`config.mk`:
```
export PLATFORM = sky130hd
export DESIGN_NAME = if_fetch_unit_flat
export DESIGN_NICKNAME = d
export VERILOG_FILES = /design/src/rtl/if_pkg.sv /design/src/rtl/if_fetch_unit_if.sv /design/src/rtl/if_pc_mux.sv /design/src/rtl/if_fetch_unit.sv /design/src/flat_wrapper.sv
export SDC_FILE = /design/constraint.sdc
export NUM_CORES = 1
export LEC_CHECK = 0
export ABC_AREA = 1
export CORE_MARGIN = 2
export CORE_UTILIZATION = 40
export CTS_CLUSTER_SIZE = 30
export DETAILED_ROUTE_END_ITERATION = 10
export GPL_TIMING_DRIVEN = 0
export PLACE_DENSITY = 0.77
export SYNTH_ARGS = -nofsm -noshare
export SYNTH_HDL_FRONTEND = slang
export SYNTH_HIERARCHICAL = 1
export SYNTH_SLANG_ARGS = --single-unit
```
`constraint.sdc`:
```
create_clock -name CLK -period 2.7 [get_ports CLK]
set_input_delay 0.81 -clock CLK [delete_from_list [all_inputs] [get_ports CLK]]
set_output_delay 0.81 -clock CLK [all_outputs]
set_load 0.005 [all_outputs]
```
`src/rtl/if_pkg.sv`:
```
// Shared fetch-stage types and constants for the IF sequencer and its PC mux.
// No logic; latency and backpressure are defined by the modules that import it.
package if_pkg;

    localparam int XLEN = 32;
    localparam logic [XLEN-1:0] PC_STEP          = 32'd4;
    localparam logic [XLEN-1:0] DEFAULT_RESET_PC = 32'h0000_0000;

    typedef enum logic [1:0] {
        BUBBLE = 2'd0,
        RUN    = 2'd1,
        HALT   = 2'd2
    } fetch_state_e;

endpackage

```
`src/rtl/if_fetch_unit_if.sv`:
```
// Fetch bundle: hazard/redirect controls, instruction-memory port and IF/ID packet.
// master = fetch unit side; slave = pipeline/memory side that drives the controls.
interface if_fetch_unit_if;
    import if_pkg::*;

    logic            STALL;
    logic            REDIRECT;
    logic [XLEN-1:0] REDIRECT_PC;
    logic [XLEN-1:0] IMEM_ADDR;
    logic [XLEN-1:0] IMEM_INSTR;
    logic [XLEN-1:0] IF_PC;
    logic [XLEN-1:0] IF_INSTR;
    logic            IF_VALID;
    logic            IF_MISALIGN;

    modport master (
        input  STALL, REDIRECT, REDIRECT_PC, IMEM_INSTR,
        output IMEM_ADDR, IF_PC, IF_INSTR, IF_VALID, IF_MISALIGN
    );

    modport slave (
        output STALL, REDIRECT, REDIRECT_PC, IMEM_INSTR,
        input  IMEM_ADDR, IF_PC, IF_INSTR, IF_VALID, IF_MISALIGN
    );
endinterface

```
`src/rtl/if_pc_mux.sv`:
```
// Combinational next-pc_req select (reset > redirect > halt hold > +4 > hold) and IMEM_ADDR select.
// Zero latency; a stalled valid word re-reads its own address so the memory output stays put.
module if_pc_mux
    import if_pkg::*;
#(
    parameter logic [XLEN-1:0] RESET_PC = DEFAULT_RESET_PC
) (
    input  logic            reset,
    input  logic            redirect,
    input  logic [XLEN-1:0] redirect_pc,
    input  logic            halted,
    input  logic            advance,
    input  logic            hold_addr,
    input  logic [XLEN-1:0] pc_req,
    input  logic [XLEN-1:0] resp_pc,
    output logic [XLEN-1:0] pc_req_nxt,
    output logic [XLEN-1:0] imem_addr
);

    always_comb begin
        pc_req_nxt = pc_req;
        if (reset) begin
            pc_req_nxt = RESET_PC;
        end else if (redirect) begin
            pc_req_nxt = redirect_pc;
        end else if (!halted && advance) begin
            pc_req_nxt = pc_req + PC_STEP;
        end
    end

    assign imem_addr = hold_addr ? resp_pc : pc_req;

endmodule

```
`src/rtl/if_fetch_unit.sv`:
```
// IF sequencer: owns the PC, one word/cycle from a 1-cycle registered IMEM; redirect costs one bubble.
// STALL holds the packet by replaying its address; FETCH_MISALIGN_TRAP_EN adds a HALT on misaligned redirects.
module if_fetch_unit
    import if_pkg::*;
#(
    parameter logic [XLEN-1:0] RESET_PC = DEFAULT_RESET_PC
) (
    input  logic           CLK,
    input  logic           RESET,
    if_fetch_unit_if.master fif
);

    fetch_state_e    state, state_nxt;
    logic [XLEN-1:0] pc_req, pc_req_nxt;
    logic [XLEN-1:0] resp_pc, resp_pc_nxt;
    logic [XLEN-1:0] redirect_pc_eff;
    logic            redir_fault;
    logic            advance;
    logic            hold_addr;
    logic            halted;

`ifdef FETCH_MISALIGN_TRAP_EN
    assign redirect_pc_eff = fif.REDIRECT_PC;
    assign redir_fault     = fif.REDIRECT && (fif.REDIRECT_PC[1:0] != 2'b00);
`else
    // Low bits are dropped so a sloppy target still lands on a word boundary.
    assign redirect_pc_eff = fif.REDIRECT_PC & ~32'h0000_0003;
    assign redir_fault     = 1'b0;
`endif

    assign halted    = (state == HALT);
    assign advance   = !fif.STALL || (state == BUBBLE);
    assign hold_addr = (state == RUN) && fif.STALL;

    if_pc_mux #(.RESET_PC(RESET_PC)) u_pc_mux (
        .reset       (RESET),
        .redirect    (fif.REDIRECT),
        .redirect_pc (redirect_pc_eff),
        .halted      (halted),
        .advance     (advance),
        .hold_addr   (hold_addr),
        .pc_req      (pc_req),
        .resp_pc     (resp_pc),
        .pc_req_nxt  (pc_req_nxt),
        .imem_addr   (fif.IMEM_ADDR)
    );

    always_ff @(posedge CLK) begin
        state   <= state_nxt;
        pc_req  <= pc_req_nxt;
        resp_pc <= resp_pc_nxt;
    end

    always_comb begin
        state_nxt   = state;
        resp_pc_nxt = resp_pc;
        if (RESET) begin
            state_nxt   = BUBBLE;
            resp_pc_nxt = '0;
        end else if (fif.REDIRECT) begin
            // The word landing at this edge is wrong-path; BUBBLE discards it.
            if (redir_fault) begin
                state_nxt   = HALT;
                resp_pc_nxt = redirect_pc_eff;
            end else begin
                state_nxt   = BUBBLE;
            end
        end else if (!halted && advance) begin
            state_nxt   = RUN;
            resp_pc_nxt = pc_req;
        end
    end

`ifdef FETCH_MISALIGN_TRAP_EN
    logic misalign;

    always_ff @(posedge CLK) begin
        if (RESET) begin
            misalign <= 1'b0;
        end else if (fif.REDIRECT) begin
            misalign <= redir_fault;
        end
    end

    assign fif.IF_MISALIGN = misalign;
`else
    assign fif.IF_MISALIGN = 1'b0;
`endif

    assign fif.IF_VALID = (state == RUN);
    assign fif.IF_PC    = resp_pc;
    assign fif.IF_INSTR = fif.IMEM_INSTR;

endmodule

```
`src/flat_wrapper.sv`:
```
// flat-port wrapper written by rule: the top's interface ports become plain ports
module if_fetch_unit_flat import if_pkg::*;
#(
    parameter logic [XLEN-1:0] RESET_PC = DEFAULT_RESET_PC
)
  (CLK, RESET, fif_STALL, fif_REDIRECT, fif_REDIRECT_PC, fif_IMEM_INSTR, fif_IMEM_ADDR, fif_IF_PC, fif_IF_INSTR, fif_IF_VALID, fif_IF_MISALIGN);
  if_fetch_unit_if fif_i ();
  input  logic CLK;
  input  logic RESET;
  input wire logic [$bits(fif_i.STALL)-1:0] fif_STALL;
  input wire logic [$bits(fif_i.REDIRECT)-1:0] fif_REDIRECT;
  input wire logic [$bits(fif_i.REDIRECT_PC)-1:0] fif_REDIRECT_PC;
  input wire logic [$bits(fif_i.IMEM_INSTR)-1:0] fif_IMEM_INSTR;
  output wire logic [$bits(fif_i.IMEM_ADDR)-1:0] fif_IMEM_ADDR;
  output wire logic [$bits(fif_i.IF_PC)-1:0] fif_IF_PC;
  output wire logic [$bits(fif_i.IF_INSTR)-1:0] fif_IF_INSTR;
  output wire logic [$bits(fif_i.IF_VALID)-1:0] fif_IF_VALID;
  output wire logic [$bits(fif_i.IF_MISALIGN)-1:0] fif_IF_MISALIGN;
  assign fif_i.STALL = fif_STALL;
  assign fif_i.REDIRECT = fif_REDIRECT;
  assign fif_i.REDIRECT_PC = fif_REDIRECT_PC;
  assign fif_i.IMEM_INSTR = fif_IMEM_INSTR;
  assign fif_IMEM_ADDR = fif_i.IMEM_ADDR;
  assign fif_IF_PC = fif_i.IF_PC;
  assign fif_IF_INSTR = fif_i.IF_INSTR;
  assign fif_IF_VALID = fif_i.IF_VALID;
  assign fif_IF_MISALIGN = fif_i.IF_MISALIGN;
  if_fetch_unit #(.RESET_PC(RESET_PC)) u_core (.CLK(CLK), .RESET(RESET), .fif(fif_i));
endmodule
```
After elaboration in Yosys (flattened, before gate mapping)
Cells that the tools add are included.
{"block": "word_totals", "ff_bits": 65, "latchBits": 0, "ramBits": 0, "rom_bits": 0, "input_bits": 68, "out_inout_bits": 98, "elab_cells": 16, "memories": 0}
{"block": "op_classes", "add_sub_neg": 1, "n_mul": 0, "div_mod_pow": 0, "n_lt_le_gt_ge": 0, "n_eq_ne": 0, "shifts": 0, "muxes": 3, "n_bitwise": 1, "reduce_logical": 7}
{"operator": "two-way mux 32 bit", "count": 3}
{"operator": "adder 32 x 3 -> 32 bit (second input constant)", "count": 1}
{"operator": "logical NOT 2 bit", "count": 1}
{"operator": "AND reduction 2 bit", "count": 1}
{"operator": "nonzero test 2 bit", "count": 1}
{"operator": "OR reduction 2 bit", "count": 1}
{"operator": "logical AND 1 bit", "count": 1}
{"operator": "logical NOT 1 bit", "count": 1}
{"operator": "logical OR 1 bit", "count": 1}
{"operator": "inverter 1 bit", "count": 1}

Longest topological paths before layout
Gate-level depths: netlist of run 1.
{"block": "depth", "depth_word": 4, "mapped_depth": 12, "ltp_nobuf": 10}

By module
Netlist of run 1, hierarchy kept.
{"mod": "if_fetch_unit", "n_inst": 1, "cells_per_inst": 280, "area_each_um2": 2351.0, "seq_area_each_um2": 1301.2}
{"mod": "if_pc_mux", "n_inst": 1, "cells_per_inst": 365, "area_each_um2": 1732.9, "seq_area_each_um2": 0.0}

Worst setup path before layout of run 1
OpenSTA, ideal clock, no wires.
{"block": "synth_timing", "path_type": "input-to-output", "start": "input port fif_STALL", "end": "output port fif_IMEM_ADDR[12]", "arrival_ps": 1991, "required_ps": 1890, "slack_ps": -101, "stages": 8, "n_path_buf": 4, "path_cell_list": "nand2_1 buf_4 buf_6 inv_1 buf_1 clkbuf_1 nand2_1 o21ai_0"}
{"block": "synth_via", "elab_chain_cells": 2}
{"item": "start: declaration", "line": "flat_wrapper.sv:10", "text": "input wire logic [$bits(fif_i.STALL)-1:0] fif_STALL;"}
{"item": "logical AND 1 bit", "line": "if_fetch_unit.sv:33", "text": "assign hold_addr = (state == RUN) && fif.STALL;"}
{"item": "via u_core.hold_addr", "line": "if_fetch_unit.sv:19", "text": "logic hold_addr;"}
{"item": "two-way mux 32 bit", "line": "if_pc_mux.sv:31", "text": "assign imem_addr = hold_addr ? resp_pc : pc_req;"}
{"item": "end: declaration", "line": "flat_wrapper.sv:14", "text": "output wire logic [$bits(fif_i.IMEM_ADDR)-1:0] fif_IMEM_ADDR;"}
The timed path passes the listed nets, and every way through them passes these cells.

Final worst setup path of run 1
{"block": "layout_timing", "start": "input port fif_STALL", "end": "output port fif_IMEM_ADDR[31]"}
Same word-level chain as after synthesis.

==> metrics.md, run 1 <==
| Metric | Value |
|---|---|
| Largest net degree at the start of global routing | `11` |
| Biggest area consumer among synthesized cells | `dfxtp_1` |
| Fin. max-slew vios | `0` |
| Ys async rst share | `0` |
| Crit. End Element | `output port` |
| CP max stage delay | `0.15 ns` |
| Mapped cell area | `4080 sq um` |
| Most common cell in the netlist | `nand2_1` |
| Leakage | `2.67 nW` |
| CP required | `1.89 ns` |
| CP max FO | `5` |
| DR vias | `4730` |
| Post-synthesis register bit count | `65` |
| FF/Latch Area | `1300 sq um` |
| Post-Route WL | `approximately 13 mm` |
| Worst r2r src | `u_core/state[0]` |
| Global-route wire length before repair | `~21 mm` |
| Nets@finish | `around 870` |
| Area growth from synthesis to layout | `41.8%` |
| Setup violators final | `0` |
| Post-route DRC | `0` |
| Initial antenna violation count | `0` |
| Clk slew on worst S/H paths | `0.07 ns` |
| Worst slew pin tran | `0.614 ns` |
| Min Tclk post-route | `roughly 2.6 ns` |
| CP cell instances | `buf_2 -> nand2_4 -> buf_8 -> inv_8 -> buf_6 -> buf_6 -> buf_4 -> o21ai_2 -> buf_2` |
| Top cells by area, synth | `dfxtp_1, nand2_1, inv_1` |
| CTS H-Tree Depth | `3` |
| Max-cap violations | `0` |
| Synth top cells by count | `nand2_1, inv_1, nor2_1` |
| Ys flop type | `dfxtp_1` |
| Gr ovfl total | `0` |
| CP bufs+invs | `7` |
| Total negative slack | `0 ns` |
| Max_slew headroom | `0.591` |
| CTS Buf Count | `9` |
| Port Buffers | `130` |
| CTS root buffer | `clkbuf_8` |
| Site Rows | `36` |
| Max Clk Rate | `381 MHz` |
| Worst hold path type | `register to register` |
| Reg2reg path depth | `12` |
| Hold Violations, Final | `0` |
| Hold_buf cts | `0` |
| WHS Endpoint | `u_core/pc_req[1]` |
| Die span in y | `105 microns` |
| First-pass iteration count of the detailed router | `5` |
| Clk sinks | `65` |
| Hold Startpoint | `u_core/pc_req[1]` |
| Peak supply drop | `0.195 mV` |
| Post-Synthesis Cells | `645` |
| Via density | `5.08` |
| Die area | `between 10000 and 15000 sq um` |
| Outcome | `completed` |
| Critical path class | `input pin to output port` |
| Critical Path Source Type | `input pin` |
| YS warnings | `6` |
| Yosys cell types | `29` |
| Critical path's slowest cell | `o21ai_2` |
| RSZ-0062 raised after global routing | `false` |
| Diodes inserted | `0` |
| Core Footprint | `9860 sq um` |
| Post-synth EDFFs | `0` |
| Gp weighted congestion | `~0.96` |
| Worst path top cell family by delay | `buffers and inverters` |
| Fin Clk Skew | `0.00577 ns` |
| Power Total | `2.46 mW` |
| Critical path arrival | `1.82 ns` |
| DR iter-0 viols | `326` |
| R2r setup slk | `0.74 ns` |
| Initial Util | `0.414` |
| Filler instances | `between 900 and 1000` |
| GRT Overall Usage | `0.235` |
| Cell area power density | `424 nW/um^2` |
| CTS tree | `done` |
| Top Ports | `about 170` |
| Area occupied by multi-input gates | `2050 sq um` |
| Die X | `around 110 microns` |
| Drt wl/cell | `~14 microns` |
| Top-area cell type share of the netlist area | `0.319` |
| Share of layout cells above drive strength 1 | `0.171` |
| Worst-Skew Late Latency | `0.34 ns` |
| Tightest hold margin | `0.504 ns` |
| Final ANT Viol Nets | `0` |
| Final period util | `0.973` |
| Post-layout util | `0.587` |
| Hold Path Cell Cnt | `2` |
| Register area share after synthesis | `0.319` |
| Average size of a mapped cell | `roughly 6.3 sq um` |
| DP HPWL | `9.98 mm` |
| Reg-to-reg endpoint | `u_core/pc_req[24]` |
| CTS Buffer Depth | `2` |
| Vias in the first global route | `4402` |
-- cell type report --
class,instances,share of cell area
Buffer,64,0.0804
Tap cell,133,0.0287
Multi-Input combinational cell,420,0.354
Clock buffer,13,0.0292
Timing Repair Buffer,139,0.218
Inverter,98,0.0648
Sequential cell,65,0.225
-- cells by family (layout without fill, tap and decap cells) --
family | Yosys count | in the layout | share of synthesized area
AND/OR/NAND/NOR | 298 | 298 | 0.320
buffers and inverters | 163 | 314 | 0.192
AO/OA/AOI/OAI | 105 | 105 | 0.136
flip-flops | 65 | 65 | 0.319
XOR/XNOR | 6 | 6 | 0.0129
multiplexers | 6 | 6 | 0.0165
adder cells (fa/ha/maj) | 1 | 1 | 0.00306
other | 1 | 4 | 0.000918
-- cell usage in the layout (no fill, tap or decap), types with 2 or more instances in the layout --
| cell type | Yosys | layout |
|---|---|---|
| mux2_4 | 0 | 2 |
| inv_2 | 2 | 2 |
| buf_6 | 3 | 8 |
| nand2_1 | 131 | 130 |
| a21oi_2 | 3 | 3 |
| nand2_4 | 1 | 2 |
| clkdlybuf4s50_1 | 0 | 97 |
| nor3_1 | 3 | 3 |
| clkdlybuf4s15_1 | 0 | 2 |
| xor2_1 | 6 | 6 |
| nor2_1 | 72 | 72 |
| nor2_2 | 3 | 3 |
| o21ai_2 | 0 | 6 |
| nor2_4 | 6 | 6 |
| clkbuf_8 | 0 | 16 |
| mux2_2 | 6 | 4 |
| a21oi_1 | 44 | 44 |
| buf_2 | 11 | 36 |
| nand3_2 | 2 | 2 |
| buf_4 | 36 | 39 |
| nand2_2 | 3 | 3 |
| inv_1 | 96 | 95 |
| a31oi_1 | 2 | 2 |
| dlygate4sd2_1 | 0 | 4 |
| nand4_1 | 6 | 6 |
| o21ai_0 | 49 | 36 |
| clkbuf_1 | 13 | 9 |
| dfxtp_1 | 65 | 65 |
| conb_1 | 1 | 4 |
| o21ai_1 | 1 | 8 |
| o211ai_1 | 6 | 6 |
| nand3_1 | 70 | 70 |
-- tightest hold or removal path, cell delays in order (launching register included) --
cell	delay, ns
dfxtp_1	0.31
inv_1	0.08
a21oi_1	0.07
-- registers in the layout, indices dropped and copies added (netlist names) --
signal	count
u_core/fif.IF_PC	32
u_core/pc_req	32
u_core/state	1
-- stage by stage --
stage                     std cells  cell area, sq um  worst slack (ns)
after floorplan                 648              4100             0.107
after global placement          911              5570             -1.24
after detailed placement        911              5570             -1.22
after CTS                       932              5780            0.0667
after global routing            932              5790            0.0180
final                           932              5790            0.0724
-- how the worst max path moves through the flow --
stage	startpoint	to	slack (ns)	cells after the start
3_3_place_gp	fif_STALL	fif_IMEM_ADDR[12]	-1.24	10
4_1_cts	fif_STALL	fif_IMEM_ADDR[10]	0.07	8
5_1_grt	fif_STALL	fif_IMEM_ADDR[12]	0.02	10
3_5_place_dp	fif_STALL	fif_IMEM_ADDR[12]	-1.22	10
2_1_floorplan	fif_STALL	fif_IMEM_ADDR[10]	0.11	6
6_report	fif_STALL	fif_IMEM_ADDR[31]	0.07	9
-- where the power goes --
group          internal, mW  total [mW]  switching (mW)  leakage (nW)
combinational         0.327       0.608           0.281          2.04
sequential             1.03        1.11          0.0792         0.539
clock                 0.394       0.740           0.346        0.0875
total                  1.75        2.46           0.707          2.67
-- per-layer routing --
metal  routed length, microns  global-route usage  part of all wire  vias up
met5                        0                   0                 0        -
li1                         -                   -                 -     2297
met1                     5480               0.297              0.42     2116
met2                     6200               0.397              0.47      282
met4                      328              0.0962             0.025        0
met3                     1180              0.0381             0.089       35
-- what timing repair did --
| item | in CTS | in global routing |
|---|---|---|
| setup buffers | 6 | 0 |
| setup endpoints to repair | 32 | 2 |
| pin swaps | 1 | 0 |
| cloned | 3 | 0 |
| gates resized for setup | 161 | 3 |
Note: power is estimated with default switching activity, not from simulation.
==> run 2: changes to the inputs <==
--- a/config.mk
+++ b/config.mk
@@ -7,11 +7,11 @@
 export LEC_CHECK = 0
 export ABC_AREA = 1
 export CORE_MARGIN = 2
-export CORE_UTILIZATION = 40
+export CORE_UTILIZATION = 44
 export CTS_CLUSTER_SIZE = 30
 export DETAILED_ROUTE_END_ITERATION = 10
 export GPL_TIMING_DRIVEN = 0
-export PLACE_DENSITY = 0.77
+export PLACE_DENSITY = 0.81
 export SYNTH_ARGS = -nofsm -noshare
 export SYNTH_HDL_FRONTEND = slang
 export SYNTH_HIERARCHICAL = 1
==> constraint.sdc (replaced) <==
create_clock -name CLK -period 2.5 [get_ports CLK]
set_input_delay 0.75 -clock CLK [delete_from_list [all_inputs] [get_ports CLK]]
set_output_delay 0.75 -clock CLK [all_outputs]
set_load 0.005 [all_outputs]
==> run 2 against run 1 <==
The flow now finishes with violations (design-rule violations). Clock power grew 43%. Via count shrank 2.3%. Non-clock buffer count shrank 2. Die area shrank 8.8%. Critical path depth is the same. First-iteration DRC count grew 37%. Count of clock-buffer cells in the layout shrank 4. Combinational power grew 5.9%. Cell count shrank 2.4%. Critical path type unchanged. Largest power group unchanged. Highest routed layer unchanged.
==> metrics.md, run 2 (same netlist as run 1, synthesis figures left out) <==
| Metric | Value |
|---|---|
| Outcome | `finished, violations left` |
| Violated checks | `design-rule violations` |
| Via density | `5.08 (about the same)` |
| Clk slew on worst S/H paths | `0.07 ns (about the same)` |
| Combinational share of power | `0.222 (-0.026)` |
| DR iter-0 viols | `448 (+37%)` |
| Die span in y | `100 microns (-4.5%)` |
| Initial antenna violation count | `0 (unchanged)` |
| CP required | `1.75 ns (-0.14 ns)` |
| Critical path arrival | `1.68 ns (-0.14 ns)` |
| Reg2reg path depth | `11 (-1)` |
| Internal power | `2.11 mW (+21%)` |
| Leakage | `2.68 nW (+0.49%)` |
| Seq pwr share | `0.412 (-0.039)` |
| Area growth from synthesis to layout | `41.8% (about the same)` |
| Crit. End Element | `output port` |
| CP cell instances | `buf_4 -> nand2_4 -> inv_6 -> buf_6 -> buf_6 -> clkbuf_16 -> nand2_1 -> o21ai_1 -> buf_2` |
| Critical path's slowest cell | `clkbuf_16` |
| Hold Path Cell Cnt | `2 (unchanged)` |
| RSZ-0062 raised after global routing | `false` |
| CTS root buffer | `clkbuf_8` |
| Fin. max-slew vios | `0 (unchanged)` |
| Critical path class | `input pin to output port` |
| Drt wl/cell | `14.2 microns (+0.48%)` |
| Peak supply drop | `0.316 mV (+62%)` |
| Post-Route WL | `12.9 mm (-1.9%)` |
| First-pass iteration count of the detailed router | `9 (+4)` |
| Placed Cells | `889 (-2.4%)` |
| Clk sinks | `65 (unchanged)` |
| Gp weighted congestion | `0.944 (-1.5%)` |
| Total negative slack | `0 ns (unchanged)` |
| CP bufs+invs | `6 (-1)` |
| Min Tclk post-route | `2.43 ns` |
| Gr ovfl total | `0 (unchanged)` |
| Worst-Skew Late Latency | `0.34 ns (about the same)` |
| Setup violators final | `0 (unchanged)` |
| Share of layout cells above drive strength 1 | `0.171 (unchanged)` |
| CTS H-Tree Depth | `3 (unchanged)` |
| Critical Path Source Type | `input pin` |
| Largest net degree at the start of global routing | `12 (+1)` |
| Net Sw Frac | `0.274 (-0.0142)` |
| R2r setup slk | `0.58 ns (-0.16 ns)` |
| Post-route DRC | `1 (+1)` |
| DR vias | `4621 (-2.3%)` |
| Final period util | `0.972` |
| Most common cell after layout, fill and taps aside | `nand2_1` |
| Reg-to-reg endpoint | `u_core/pc_req[24]` |
| DP HPWL | `9.85 mm (-1.3%)` |
| CP max stage delay | `0.15 ns (about the same)` |
| Die area | `10100 sq um (-8.8%)` |
| Max Clk Rate | `~400 MHz` |
| Nets@finish | `864 (-0.23%)` |
| Port Buffers | `130 (unchanged)` |
| Final ANT Viol Nets | `0 (unchanged)` |
| GRT Overall Usage | `0.252 (+0.0162)` |
| Worst r2r src | `u_core/state[0]` |
| CTS Buffer Depth | `2 (unchanged)` |
| Die X | `100 microns (-4.5%)` |
| Cell area power density | `502 nW/um^2 (+18%)` |
| Vias in the first global route | `4184 (-5.0%)` |
| Sw power | `0.795 mW (+12%)` |
| CP max FO | `5 (unchanged)` |
| Post-layout util | `0.636 (+0.0486)` |
| Hold Startpoint | `u_core/pc_req[0]` |
| Core Footprint | `9110 sq um (-7.7%)` |
| Max_slew headroom | `0.610 (+0.0190)` |
| Clock power frac | `0.366 (+0.065)` |
| Most used cell, CP | `buf_6` |
| Max-cap violations | `0 (unchanged)` |
| Top Ports | `166 (unchanged)` |
| Fin Clk Skew | `0.00672 ns (+0.000955 ns)` |
| Worst hold path type | `register to register` |
| FF/Latch Area | `1300 sq um (unchanged)` |
| CTS tree | `done` |
| Global-route wire length before repair | `20.1 mm (-4.9%)` |
| Worst path top cell family by delay | `buffers and inverters` |
| Commonest cells after routing, fill and taps aside | `nand2_1, clkdlybuf4s50_1, inv_1` |
| WHS Endpoint | `u_core/pc_req[0]` |
| Filler instances | `811 (-10%)` |
| Site Rows | `35 (-2.8%)` |
| Hold Violations, Final | `0 (unchanged)` |
| Diodes inserted | `0 (unchanged)` |
| Post-Layout Cell Count | `910 (-2.4%)` |
| Area occupied by multi-input gates | `2040 sq um (-0.61%)` |
| Worst slew pin tran | `0.585 ns (-0.0285 ns)` |
| CTS Buf Count | `9 (unchanged)` |
| Initial Util | `0.448 (+0.0343)` |
-- run 2: metrics by stage --
step | worst slack [ns] | hold WS [ns] | cell area [sq um] | power (mW)
floorplan | 0.0275 | 0.443 | 4100 | 1.51
global placement | -1.28 | 0.461 | 5540 | 1.86
detailed placement | -1.29 | 0.468 | 5540 | 1.87
CTS | 0.00611 | 0.503 | 5790 | 2.91
global route | 0.0328 | 0.527 | 5790 | 3.03
finish | 0.0700 | 0.503 | 5790 | 2.91
-- run 2: worst max-delay path by stage --
stage / startpoint / endpoint / cells past startpoint
CTS: fif_STALL / fif_IMEM_ADDR[4] / 10
global route: fif_STALL / fif_IMEM_ADDR[6] / 9
global placement: fif_STALL / fif_IMEM_ADDR[12] / 10
finish: fif_STALL / fif_IMEM_ADDR[12] / 9
floorplan: fif_STALL / fif_IMEM_ADDR[10] / 6
detailed placement: fif_STALL / fif_IMEM_ADDR[16] / 10
-- run 2: layout make-up --
cell class,count,area share
Clock inverter,6,0.0186
Timing Repair Buffer,138,0.217
Sequential cell,65,0.225
Clock buffer,9,0.0214
Multi-Input combinational cell,420,0.352
Inverter,98,0.0644
Tap cell,111,0.0240
Buffer,63,0.0778
-- run 2: worst min-delay path, stage by stage, from the launching register on --
cell and delay (ns):
dfxtp_1 0.31, inv_1 0.08, a21oi_1 0.07
-- run 2: metal layers --
metal / track usage / share of wire
met1: 0.328 / 0.42
met2: 0.433 / 0.48
met3: 0.0265 / 0.080
met4: 0.0864 / 0.016
met5: 0 / 0
-- run 2: power by group through the flow --
stage | registers, mW | logic [mW] | clock network (mW)
after floorplan | 1.20 | 0.316 | 0
after global placement | 1.22 | 0.639 | 0
after detailed placement | 1.22 | 0.651 | 0
after CTS | 1.20 | 0.638 | 1.08
after global routing | 1.21 | 0.704 | 1.12
final | 1.20 | 0.644 | 1.06
-- run 2: repair_timing --
action | in CTS | in global routing
pin swaps | 1 | 0
buffers inserted | 5 | 0
endpoints found under the setup margin | 32 | 23
hold buffers | 0 | 0
gates resized for setup | 152 | 8
gates cloned | 3 | 0
